### src/rtl/core_seq.sv
// Multi-cycle fetch/execute sequencer: 2+ cycles per instruction, halts at last_pc, faults on fetch timeout.
// Optional CORE_SEQ_PERF_CNT_EN adds cycle_cnt/instret counters.
module core_seq #(
    parameter logic [31:0] RESET_PC      = 32'h0000_0000,
    parameter int unsigned FETCH_TIMEOUT = 16
) (
    input  logic        clk,
    input  logic        rst,
    input  logic [31:0] last_pc,
    output logic        imem_req,
    output logic [31:0] imem_addr,
    input  logic        imem_ack,
    input  logic [31:0] imem_rdata,
    output logic [31:0] instr,
    input  logic        ctl_rf_we,
    output logic        rf_we,
    output logic        retire,
    output logic [31:0] pc,
    output logic        halted,
    output logic        fault
`ifdef CORE_SEQ_PERF_CNT_EN
    ,
    output logic [31:0] cycle_cnt,
    output logic [31:0] instret
`endif
);

    localparam logic [1:0] S_FETCH = 2'd0;
    localparam logic [1:0] S_EXEC  = 2'd1;
    localparam logic [1:0] S_HALT  = 2'd2;
    localparam logic [1:0] S_FAULT = 2'd3;

    localparam logic [31:0] NOP      = 32'h0000_0013;
    localparam logic [15:0] TMO_LAST = 16'(FETCH_TIMEOUT - 1);

    logic [1:0]  state;
    logic [15:0] tmo_cnt;

    always_ff @(posedge clk or posedge rst) begin
        if (rst) begin
            state   <= S_FETCH;
            pc      <= RESET_PC;
            instr   <= NOP;
            tmo_cnt <= 16'd0;
        end else begin
            case (state)
                S_FETCH: begin
                    // An ack on the final allowed cycle takes priority over the timeout.
                    if (imem_ack) begin
                        instr   <= imem_rdata;
                        tmo_cnt <= 16'd0;
                        state   <= S_EXEC;
                    end else if (tmo_cnt == TMO_LAST) begin
                        state   <= S_FAULT;
                    end else begin
                        tmo_cnt <= tmo_cnt + 16'd1;
                    end
                end
                S_EXEC: begin
                    if (pc == last_pc) begin
                        state <= S_HALT;
                    end else begin
                        pc    <= pc + 32'd1;
                        state <= S_FETCH;
                    end
                end
                default: state <= state;
            endcase
        end
    end

    // State resets to FETCH asynchronously, so the request is masked while reset is held.
    assign imem_req  = (state == S_FETCH) && !rst;
    assign imem_addr = pc;
    assign retire    = (state == S_EXEC);
    assign rf_we     = (state == S_EXEC) && ctl_rf_we;
    assign halted    = (state == S_HALT);
    assign fault     = (state == S_FAULT);

`ifdef CORE_SEQ_PERF_CNT_EN
    always_ff @(posedge clk or posedge rst) begin
        if (rst) begin
            cycle_cnt <= 32'd0;
            instret   <= 32'd0;
        end else begin
            cycle_cnt <= cycle_cnt + 32'd1;
            if (retire) begin
                instret <= instret + 32'd1;
            end
        end
    end
`endif

endmodule

### config.mk
export PLATFORM = sky130hd
export DESIGN_NAME = core_seq
export DESIGN_NICKNAME = d
export VERILOG_FILES = /design/src/rtl/core_seq.sv
export SDC_FILE = /design/constraint.sdc
export NUM_CORES = 1
export LEC_CHECK = 0
export ABC_CLOCK_PERIOD_IN_PS = 3700
export BUFFER_PORTS_ARGS = -buffer_cell sky130_fd_sc_hd__clkbuf_2
export CAP_MARGIN = 20
export CORE_MARGIN = 2
export CORE_UTILIZATION = 50
export CTS_CLUSTER_DIAMETER = 50
export DETAILED_ROUTE_END_ITERATION = 12
export MAX_ROUTING_LAYER = met4
export PLACE_DENSITY = 0.83
export SYNTH_ARGS = -nofsm -noshare
export SYNTH_HDL_FRONTEND = slang
export SYNTH_SLANG_ARGS = --single-unit
### constraint.sdc
create_clock -name clk -period 3.7 [get_ports clk]
set_input_delay 0 -clock clk [delete_from_list [all_inputs] [get_ports clk]]
set_output_delay 0 -clock clk [all_outputs]
set_load 0.01 [all_outputs]
After elaboration in Yosys (flattened, before gate mapping)
Cells that the tools add are included.
{"block": "op_classes", "n_addsub": 2, "n_eq_ne": 7, "n_mux": 6, "bitwise_logic": 1, "n_reduce_logical": 9}
{"cell": "$add 32x1->32 const B", "n": 1}
{"cell": "$eq 32x32->1", "n": 1}
{"cell": "$mux 16", "n": 2}
{"cell": "$add 16x1->16 const B", "n": 1}
{"cell": "$eq 16x4->1 const B", "n": 1}
{"cell": "$reduce_and 2->1", "n": 4}
{"cell": "$mux 2", "n": 3}
{"cell": "$eq 2x2->1 const B", "n": 2}
{"cell": "$pmux 2 s2", "n": 1}
{"cell": "$ne 3x3->1 const B", "n": 1}
{"cell": "$eq 2x1->1 const B", "n": 1}
{"cell": "$logic_and 1x1->1", "n": 2}
{"cell": "$logic_not 2->1", "n": 1}
{"cell": "$ne 2x2->1 const B", "n": 1}
{"cell": "$reduce_bool 2->1", "n": 1}
{"cell": "$logic_not 1->1", "n": 1}
{"cell": "$not 1->1", "n": 1}
{"block": "word_totals", "reg_bits": 82, "in_bits": 68, "elab_cells": 29}

Depth between registers and ports, before layout
Gate-level depths: netlist (run 1).
{"block": "logic_depth", "word_depth": 4, "depth_mapped": 8, "mapped_depth_nobuf": 7}

Worst setup path before layout (run 1)
No wires, ideal clock.
{"block": "synth_timing", "kind": "register to register", "startpoint": "register tmo_cnt[11]", "endpoint": "register tmo_cnt[0]", "arrival_time_ns": 1.739, "setup_slack_ns": 1.836, "stages_incl_launch_ff": 6, "path_buffers": 0, "path_cell_list": "dfrtp_1 or4b_1 nor4_4 nand2b_1 nor2_1 mux2_2"}
{"block": "synth_via", "elab_chain_cells": 3}
{"element": "start, declared", "line": "37", "source": "logic [15:0] tmo_cnt;"}
{"element": "start signal, assigned", "line": "56", "source": "tmo_cnt <= tmo_cnt + 16'd1;"}
{"element": "$eq 16x4->1", "line": "53", "source": "end else if (tmo_cnt == TMO_LAST) begin"}
{"element": "$ne 2x2->1 (no source line)"}
{"element": "$reduce_and 2->1 (no source line)"}
No other way between the ends.
A chain may end at the register's enable or synchronous reset.

Final worst setup path (run 1)
{"block": "layout_timing", "startpoint": "register pc[7], in the netlist imem_addr[7]", "endpoint": "register pc[1], in the netlist imem_addr[1]"}
{"block": "layout_via", "elab_chain_cells": 3}
{"element": "start, declared", "line": "18", "source": "output logic [31:0] pc,"}
{"element": "start signal, assigned", "line": "63", "source": "pc <= pc + 32'd1;"}
{"element": "$eq 32x32->1", "line": "60", "source": "if (pc == last_pc) begin"}
{"element": "$not 1->1 (no source line)"}
{"element": "$reduce_and 2->1 (no source line)"}
No other way between the ends.

==> results of run 1 <==
final cells by class:
class,count,area (um2),share of cell area
timing repair buffer,205,1204,0.2224
multi-input combinational,236,1803,0.3331
tap,105,131.4,0.02427
sequential,82,2056,0.3798
clock inverter,7,82.58,0.01526
clock buffer,9,123.9,0.02288
inverter,3,12.51,0.002312
cells in the final DEF (no fill, tap or decap), types with 3 or more instances in the layout:
master         count
inv_6              3
nand2_1            9
nor4_1             3
nor3_1             3
nor2_1            20
and2_1             5
mux2_2            34
xnor2_1           67
clkbuf_8           9
buf_4              3
dfrtp_1           79
clkbuf_2         168
and4_1             7
nand4_1           23
dfstp_2            3
dlygate4sd3_1     34
nor2b_1            3
nand3_1           21
xor2_1            10
and3_1            15
path summary, 6_finish.rpt:
check	from	endpoint	slack, ps	cells past startpoint
max reg2reg	imem_addr[7]	imem_addr[1]	1380	6
min in group asynchronous	rst	instr[6]	370	3
max	imem_addr[7]	imem_addr[1]	1380	6
min reg2reg	instr[16]	instr[16]	520	1
min	ctl_rf_we	rf_we	320	3
max in group asynchronous	rst	instr[0]	2370	4
metrics by stage:
step                area, um2  setup slack [ps]  power (uW)  std cells  hold WS [ps]
floorplan                4160              1597        1990        365         47.53
global placement         4866              1422        2345        597         198.8
detailed placement       4866              1382        2390        597         221.9
CTS                      5413              1374        3103        647         309.0
global route             5413              1254        3292        647         338.2
finish                   5413              1382        3126        647         316.8
state kept, by name, indices dropped and copies added (netlist names):
| name | flops |
|---|---|
| instr | 32 |
| imem_addr | 32 |
| state | 2 |
| tmo_cnt | 16 |
worst max-delay path, cell delays in order (launching register included):
cell and delay, ps:
dfrtp_1 520, xnor2_1 190, nand4_1 140, nor4_1 90, a21boi_2 560, buf_4 350
mux2_2 350
cell families (layout without fill, tap and decap cells):
family                   Yosys count  in the layout
AND/OR/NAND/NOR                  119            119
flip-flops                        82             82
XOR/XNOR                          77             77
buffers and inverters             47            224
multiplexers                      34             34
AO/OA/AOI/OAI                      4              4
adder cells (fa/ha/maj)            2              2
report_power, final:
part | switching (uW) | leakage, uW | internal [uW] | total (uW)
logic | 562 | 0.00144 | 531 | 1090
clock network | 364 | 0.0000988 | 324 | 688
registers | 204 | 0.00106 | 1140 | 1350
repair_timing:
| action | CTS | global route |
|---|---|---|
| hold endpoints to repair | 84 | 0 |
| hold buffers | 34 | 0 |
| buffers inserted | 0 | 0 |
routing by layer:
metal  up-vias  GRT usage
met5         -          -
met4         0    0.08575
met3        22    0.04980
met2       155     0.4847
met1      1683     0.2863
li1       1572          -
==> impl_metrics.py, run 1 <==
metrics = {
    "global_route": {
        "grt_max_degree": 55,
        "first_global_vias": 3509,
        "grt_overflow": 0,
        "grt_pass1_wl_mm": 17.61,
        "grt_antenna_before_repair": 0,
        "grtUsageTotal": 0.2641,
    },
    "sta": {
        "slew_headroom": 0.3785,
        "hold_viol_final": 0,
        "fmax_ghz": 0.4313,
        "finalSetupViolCount": 0,
        "setup_tns_ps": 0,
        "rsz0062_at_grt": "no",
        "post-route-period-util": 0.6266,
        "maxSlewViolCount": 0,
        "worst_pin_slew_ps": 932.3,
        "clock_skew_ps": 20.30,
        "period_needed_ps": 2318,
    },
    "route": {
        "drtIter0Drc": 128,
        "met2_length_mm": 6.061,
        "first_pass_iters": 5,
        "wl_met1_mm": 4.122,
        "totalWireLength_mm": 11.13,
        "drc": 0,
        "routedWlPerCell_um": 17.19,
        "vias": 3432,
        "wl_met3_um": 767,
        "ant_nets": 0,
        "highest_layer": "met4",
        "vias_per_cell": 5.304,
    },
    "synthesis": {
        "synth_top_family_by_area": "simple AND/OR/NAND/NOR gates",
        "synth_top_area_frac": 0.4752,
        "yosysMostFrequentCell": "dfrtp_1",
        "yosys_warnings": 0,
        "synth_compound_area_frac": 0.007519,
        "yosys-top-cells-count": "79 x dfrtp_1, 67 x xnor2_1, 34 x mux2_2",
        "syn_area_per_cell_um2": 11.40,
        "synth_cells": 365,
        "syn-cell-area_um2": 4160,
        "synth_xor_area_frac": 0.1621,
        "synth.area.top_cells": "dfrtp_1 48%, xnor2_1 14%, mux2_2 9.2%",
        "synth_edf_count": 0,
        "synthSimpleGateAreaFrac": 0.1645,
        "synth_largest_area_cell": "dfrtp_1",
        "yosysSeqAreaShare": 0.4941,
        "ys_ff_latch": 82,
        "synthArstFlopShare": 1.000,
        "synth_cell_type_count": 31,
        "synth_mux_area_frac": 0.09203,
        "synthAdderAreaFrac": 0.006015,
        "syn-num-nets": 435,
        "synth_ff_type": "dfrtp_1",
    },
    "clock_network": {
        "cts.sinks": 82,
        "worstSkewPairLatency_ps": 370,
        "cts_buffers": 9,
        "cts.htree.levels": 3,
        "ctsLongestPathBuffers": 2,
        "root_buffer": "clkbuf_8",
        "cts_tree": "built",
        "clkTransAtPathRegs_ps": 90,
        "cts_resized": 0,
    },
    "floorplanning": {
        "initial_core_util": 0.5115,
        "rows": 33,
        "pin_count": 169,
        "die-area_um2": 9066,
        "core_um2": 8134,
        "die_x_um": 95.22,
        "die_h_um": 95.22,
    },
    "finish": {
        "drive_above_1_share": 0.4225,
        "diodes": 0,
        "area_delta_synth_final_pct": 30.11,
        "utilization": 0.6654,
        "nets": 607,
        "nFillCells": 622,
    },
    "pwr": {
        "power_leakage_uw": 0.002597,
        "ir_worst_vdd_mv": 0.4364,
        "power_density_nw_per_um2": 577.6,
    },
    "place": {
        "io_buffers": 168,
        "hpwl_mm": 7.575,
        "gp_congestion": 0.8282,
    },
    "status": {
        "outcome": "finished clean",
    },
    "critical_path": {
        "cp_data_required_time_ps": 3940,
        "start_kind": "flip-flop",
        "arrival_ps": 2560,
        "crit_type": "reg -> reg",
        "setup.worst_path.end_class": "flip-flop",
        "crit_path_max_fanout": 17,
    },
    "worst_hold_path": {
        "hold_class": "in -> out",
    },
    "flow_run": {
        "maxCapViolCount": 0,
    },
}
Note: power is estimated with default switching activity, not from simulation.
==> run 2: changes to the inputs <==
Settings changed: ABC_AREA set to 1, ABC_CLOCK_PERIOD_IN_PS 3700 to 2200, PLACE_DENSITY 0.83 to 0.8.
Clock period 3.7 ns to 2.2 ns, I/O delays scaled along.
==> run 2 against run 1 <==
- worst hold slack lost 110 ps
- final area up 22%
- via count up 42%
- wire length increased by 19%
- cell count rose by 52%
- fmax rose by 28%
- sequential cell count is the same
- synthesized area up 24%
- largest cell class is now multi-input combinational cells
==> impl_metrics.py, run 2 <==
metrics = {
    "sta": {
        "finalSetupViolCount": 0,
        "period_needed_ps": 1813,
        "clock_skew_ps": 17.01,
        "layout_setup_ws_ps": 386.7,
        "maxSlewViolCount": 0,
        "post-route-period-util": 0.8242,
        "hold_slack_ps": 209.8,
        "setup_tns_ps": 0,
        "rsz0062_at_grt": "no",
        "hold_viol_final": 0,
        "slew_headroom": 0.5757,
        "fmax_ghz": 0.5515,
        "worst_pin_slew_ps": 631.6,
    },
    "critical_path": {
        "cp_data_required_time_ps": 2470,
        "crit_type": "reg -> reg",
        "critPathCapture": "tmo_cnt[8]",
        "critical_path.top_delay_family": "simple AND/OR/NAND/NOR gates",
        "slowest_stage": "nor3_1",
        "path_depth": 7,
        "rrSetupSlack_ps": 390,
        "r2r_cells": 7,
        "crit_path_start": "tmo_cnt[0]",
        "crit_path_max_fanout": 6,
        "worstPathCellList": "ha_1 > nand2_2 > nor3_1 > nand2_1 > o21ai_0 > nand4_1 > o21ai_1",
        "setup.worst_path.end_class": "flip-flop",
        "arrival_ps": 2090,
        "start_kind": "flip-flop",
        "reg2reg_to": "tmo_cnt[8]",
        "path_buf_inv": 0,
        "r2r_start": "tmo_cnt[0]",
        "critPathMaxStageDelay_ps": 540,
    },
    "route": {
        "ant_nets": 0,
        "routedWlPerCell_um": 13.43,
        "vias_per_cell": 4.954,
        "drc": 0,
        "drtIter0Drc": 213,
        "totalWireLength_mm": 13.25,
        "vias": 4885,
        "first_pass_iters": 5,
    },
    "global_route": {
        "grt_antenna_before_repair": 0,
        "grt_overflow": 0,
        "grt_max_degree": 59,
        "grt_pass1_wl_mm": 21.58,
        "first_global_vias": 4582,
        "grtUsageTotal": 0.2466,
    },
    "floorplanning": {
        "die_h_um": 105.7,
        "core_um2": 10180,
        "die_x_um": 105.7,
        "rows": 37,
        "initial_core_util": 0.5076,
        "die-area_um2": 11170,
        "pin_count": 169,
    },
    "place": {
        "gp_congestion": 0.8620,
        "hpwl_mm": 9.402,
        "io_buffers": 168,
        "place_ws_ps": 393.8,
    },
    "synthesis": {
        "yosysSeqAreaShare": 0.3976,
        "yosys-top-cells-count": "205 x nand2_1, 79 x dfrtp_1, 55 x inv_1, 55 x nand3_1, 53 x nor2_1",
        "synthAdderAreaFrac": 0.004840,
        "synth_top_area_frac": 0.3824,
        "synth_edf_count": 0,
        "syn_area_per_cell_um2": 7.881,
        "ys_ff_latch": 82,
        "syn-cell-area_um2": 5170,
        "synthSimpleGateAreaFrac": 0.3175,
        "synthArstFlopShare": 1.000,
        "synth_largest_area_cell": "dfrtp_1",
        "syn-num-nets": 726,
        "yosysMostFrequentCell": "nand2_1",
        "synth_xor_area_frac": 0.07623,
        "yosys_warnings": 0,
        "synth_mux_area_frac": 0.06970,
        "synth_cell_type_count": 31,
        "synth.area.top_cells": "dfrtp_1 38%, nand2_1 15%, mux2_2 7.0%",
        "synth_cells": 656,
        "synth_ff_type": "dfrtp_1",
        "synth_compound_area_frac": 0.02517,
        "synth_top_family_by_area": "simple AND/OR/NAND/NOR gates",
    },
    "worst_hold_path": {
        "hold_class": "in -> async",
    },
    "finish": {
        "diodes": 0,
        "nets": 915,
        "area_delta_synth_final_pct": 28.00,
        "drive_above_1_share": 0.3235,
        "layout_common_cells": "205 x nand2_1, 168 x clkbuf_2, 79 x dfrtp_1",
        "final_common_cell": "nand2_1",
    },
    "clock_network": {
        "cts_tree": "built",
        "clkTransAtPathRegs_ps": 100,
        "root_buffer": "clkbuf_8",
        "cts.htree.levels": 3,
        "cts.sinks": 82,
        "ctsLongestPathBuffers": 2,
        "cts_buffers": 9,
        "worstSkewPairLatency_ps": 360,
    },
    "pwr": {
        "ir_worst_vdd_mv": 0.5702,
        "power_leakage_uw": 0.003381,
        "power_density_nw_per_um2": 833.0,
    },
    "flow_run": {
        "maxCapViolCount": 0,
    },
    "status": {
        "outcome": "finished clean",
    },
}
==> run 2: changes by cell type in the layout (fill, tap and decap cells not counted), sizes merged, moves of 6 or more <==
cell   delta
inv      +54
and2      -6
xnor2    -37
o21ai    +17
and3     -14
nor3      +8
and4      -7
nand3    +35
nor2     +42
nand2   +204
buf      +21
==> run 2: tightest hold or removal path, stage by stage <==
cell and delay (ps):
dlygate4sd3_1 560, clkbuf_2 140, clkinv_2 310
==> run 2: worst min-delay path by stage <==
stage / slack [ps] / end / depth (start not counted) / from
2_1_floorplan: 50 / imem_req / 1 / rst
3_3_place_gp: 8 / state[0] / 2 / rst
3_5_place_dp: 9 / instr[2] / 2 / rst
4_1_cts: 170 / instr[31] / 3 / rst
5_1_grt: 230 / instr[31] / 3 / rst
6_report: 210 / instr[31] / 3 / rst
==> run 2: final cells by class <==
| cell class | instances | area (um2) |
|---|---|---|
| Tap cell | 136 | 170.2 |
| Fill cell | 907 | 3567 |
| Inverter | 57 | 215.2 |
| Clock inverter | 7 | 127.6 |
| Timing Repair Buffer | 226 | 1374 |
| Multi-Input combinational cell | 469 | 2551 |
| Sequential cell | 82 | 2056 |
| Clock buffer | 9 | 123.9 |
==> run 2: per-layer routing <==
metal / GRT usage / part of all wire
met5: - / 0
met4: 0.08365 / 0.022
met3: 0.03772 / 0.069
met2: 0.4249 / 0.50
met1: 0.2959 / 0.41
==> run 2: what timing repair did <==
item / 4_1_cts / 5_1_grt
hold buffers: 34 / 0
buffers inserted: 0 / 0
gates resized for setup: 0 / 0
hold endpoints to repair: 58 / 0
==> run 2: metrics by stage <==
stage,utilization,instances,instance area (um2),power (uW)
2_1_floorplan,-,656,5170,3484
3_3_place_gp,0.5916,936,6026,4022
3_5_place_dp,0.5916,936,6026,4085
4_1_cts,0.6498,986,6618,5513
5_1_grt,0.6498,986,6618,5826
6_report,0.6498,986,6618,5512
==> run 2: kinds of logic (layout without fill, tap and decap cells) <==
logic type,count (synthesis),after routing
buffers and inverters,105,299
and+or+nand+nor,370,370
xor gates and xnor gates,45,45
muxes,32,32
adders and majority gates,2,2
AOI/OAI and AO/OA,20,20
DFF,82,82
==> run 2: power by group <==
group,leakage [uW],switching (uW),internal (uW)
clock network,0.000127,610,775
logic,0.00219,1100,867
registers,0.00106,259,1900
total,0.00338,1970,3540
==> run 3: changes to the inputs <==
Settings changed: ABC_CLOCK_PERIOD_IN_PS 2200 to 1730.
Clock period 2.2 ns to 1.73 ns, I/O delays scaled along.
==> run 3 against run 2 <==
- register-to-register slack got worse by 340 ps
- critical path type unchanged
- final area rose by 5.5%
- setup slack got worse by 340 ps
- non-clock buffer count rose by 28
- sequential power rose by 27%
==> impl_metrics.py, run 3 (synthesis results as in run 2) <==
metrics = {
    "status": {
        "outcome": "finished clean",
    },
    "critical_path": {
        "crit_path_max_fanout": 13,
        "start_kind": "flip-flop",
        "setup.worst_path.end_class": "flip-flop",
        "rrSetupSlack_ps": 50,
        "cp_data_required_time_ps": 1980,
        "arrival_ps": 1930,
        "crit_type": "reg -> reg",
    },
    "place": {
        "hpwl_mm": 9.621,
        "place_ws_ps": 21.08,
        "io_buffers": 168,
        "gp_congestion": 0.9221,
    },
    "global_route": {
        "grt_antenna_before_repair": 0,
        "grt_pass1_wl_mm": 22.19,
        "grt_overflow": 0,
        "grtUsageTotal": 0.2526,
        "grt_max_degree": 36,
        "first_global_vias": 4643,
    },
    "finish": {
        "multi_input_area_um2": 2694,
        "layout_common_cells": "202 x nand2_1, 168 x clkbuf_2, 67 x dfrtp_1",
        "nFillCells": 808,
        "drive_above_1_share": 0.3780,
        "area_delta_synth_final_pct": 35.02,
        "final_common_cell": "nand2_1",
        "diodes": 0,
        "regArea_um2": 2071,
        "nets": 946,
    },
    "pwr": {
        "power_frac_comb": 0.409,
        "swShare": 0.3948,
        "power.total_uw": 7021,
        "ir_worst_vdd_mv": 0.6367,
        "p_int_uw": 4249,
        "power_density_nw_per_um2": 1006,
        "switchingPower_uw": 2772,
        "power_leakage_uw": 0.003531,
        "power_frac_clock": 0.199,
        "p_seq_frac": 0.392,
    },
    "sta": {
        "rsz0062_at_grt": "yes",
        "clock_skew_ps": 11.95,
        "slew_headroom": 0.5051,
        "layout_setup_ws_ps": 49.02,
        "post-route-period-util": 0.9717,
        "worst_pin_slew_ps": 740.7,
        "finalSetupViolCount": 0,
        "period_needed_ps": 1681,
        "maxSlewViolCount": 0,
        "hold_viol_final": 0,
        "fmax_ghz": 0.5949,
    },
    "clock_network": {
        "cts.sinks": 82,
        "worstSkewPairLatency_ps": 360,
        "clkTransAtPathRegs_ps": 100,
        "cts_tree": "built",
        "ctsLongestPathBuffers": 2,
        "cts_buffers": 9,
        "cts.htree.levels": 3,
        "root_buffer": "clkbuf_8",
    },
    "route": {
        "ant_nets": 0,
        "first_pass_iters": 5,
        "routedWlPerCell_um": 14.10,
        "vias_per_cell": 5.076,
        "drc": 0,
        "drtIter0Drc": 276,
        "vias": 5162,
        "totalWireLength_mm": 14.34,
    },
    "floorplanning": {
        "pin_count": 169,
        "core_um2": 10180,
        "die-area_um2": 11170,
        "rows": 37,
        "initial_core_util": 0.5076,
        "die_x_um": 105.7,
        "die_h_um": 105.7,
    },
    "flow_run": {
        "maxCapViolCount": 0,
    },
    "worst_hold_path": {
        "hold_class": "in -> async",
    },
}
-- run 3: changes by cell type in the layout (fill, tap and decap cells not counted), sizes merged --
cell / delta
clkinvlp: +4
inv: -1
nand2: +3
bufinv: -3
clkbuf: +1
buf: +27
-- run 3: worst paths after layout --
kind	cells past startpoint	startpoint	endpoint
max	4	state[0]	instr[16]
min	3	rst	instr[3]
max reg2reg	4	state[0]	instr[16]
min reg2reg	1	instr[30]	instr[30]
max in group asynchronous	4	rst	imem_addr[11]
min in group clk	3	ctl_rf_we	rf_we
-- run 3: layout make-up --
type                    instances  share of cell area
clock inverters                 7             0.01040
repair buffers                254              0.2334
inverters                      57             0.03155
clock buffers                   9             0.01775
well taps                     136             0.02438
flip-flops and latches         82              0.2966
multi-input cells             472              0.3859
-- run 3: stage by stage --
step / std cells / area [um2] / util / hold WS [ps] / setup TNS (ps)
6_report: 1017 / 6980 / 0.6854 / 331.7 / 0
4_1_cts: 1004 / 6730 / 0.6608 / 335.8 / 0
3_5_place_dp: 954 / 6176 / 0.6064 / 161.5 / 0
5_1_grt: 1017 / 6980 / 0.6854 / 362.8 / -814.4
3_3_place_gp: 954 / 6176 / 0.6064 / 167.5 / 0
2_1_floorplan: 656 / 5174 / - / 47.53 / 0
-- run 3: power by group through the flow --
stage	Sequential [uW]	Clock, uW	Combinational [uW]
after detailed placement	2770	0	2480
final	2750	1400	2870
after CTS	2730	1420	2590
after floorplan	2950	0	1490
after global placement	2740	0	2440
after global routing	2810	1510	3080
-- run 3: worst max-delay path, stage by stage, from the launching register on --
cell     delay (ps)
dfrtp_1         470
nor2_2          340
nand2_4         220
buf_4           250
mux2_2          290
-- run 3: repair_timing --
item,CTS,global route
setup buffers,0,9
gates cloned,0,4
endpoints found under the hold margin,63,0
setup endpoints to repair,5,48
pin swaps,0,11
resized for setup,2,42
hold buffers,34,0
-- run 3: layer usage --
metal / GRT usage / part of all wire
met5: - / 0
met4: 0.07613 / 0.018
met3: 0.03525 / 0.064
met2: 0.4350 / 0.51
met1: 0.3098 / 0.41
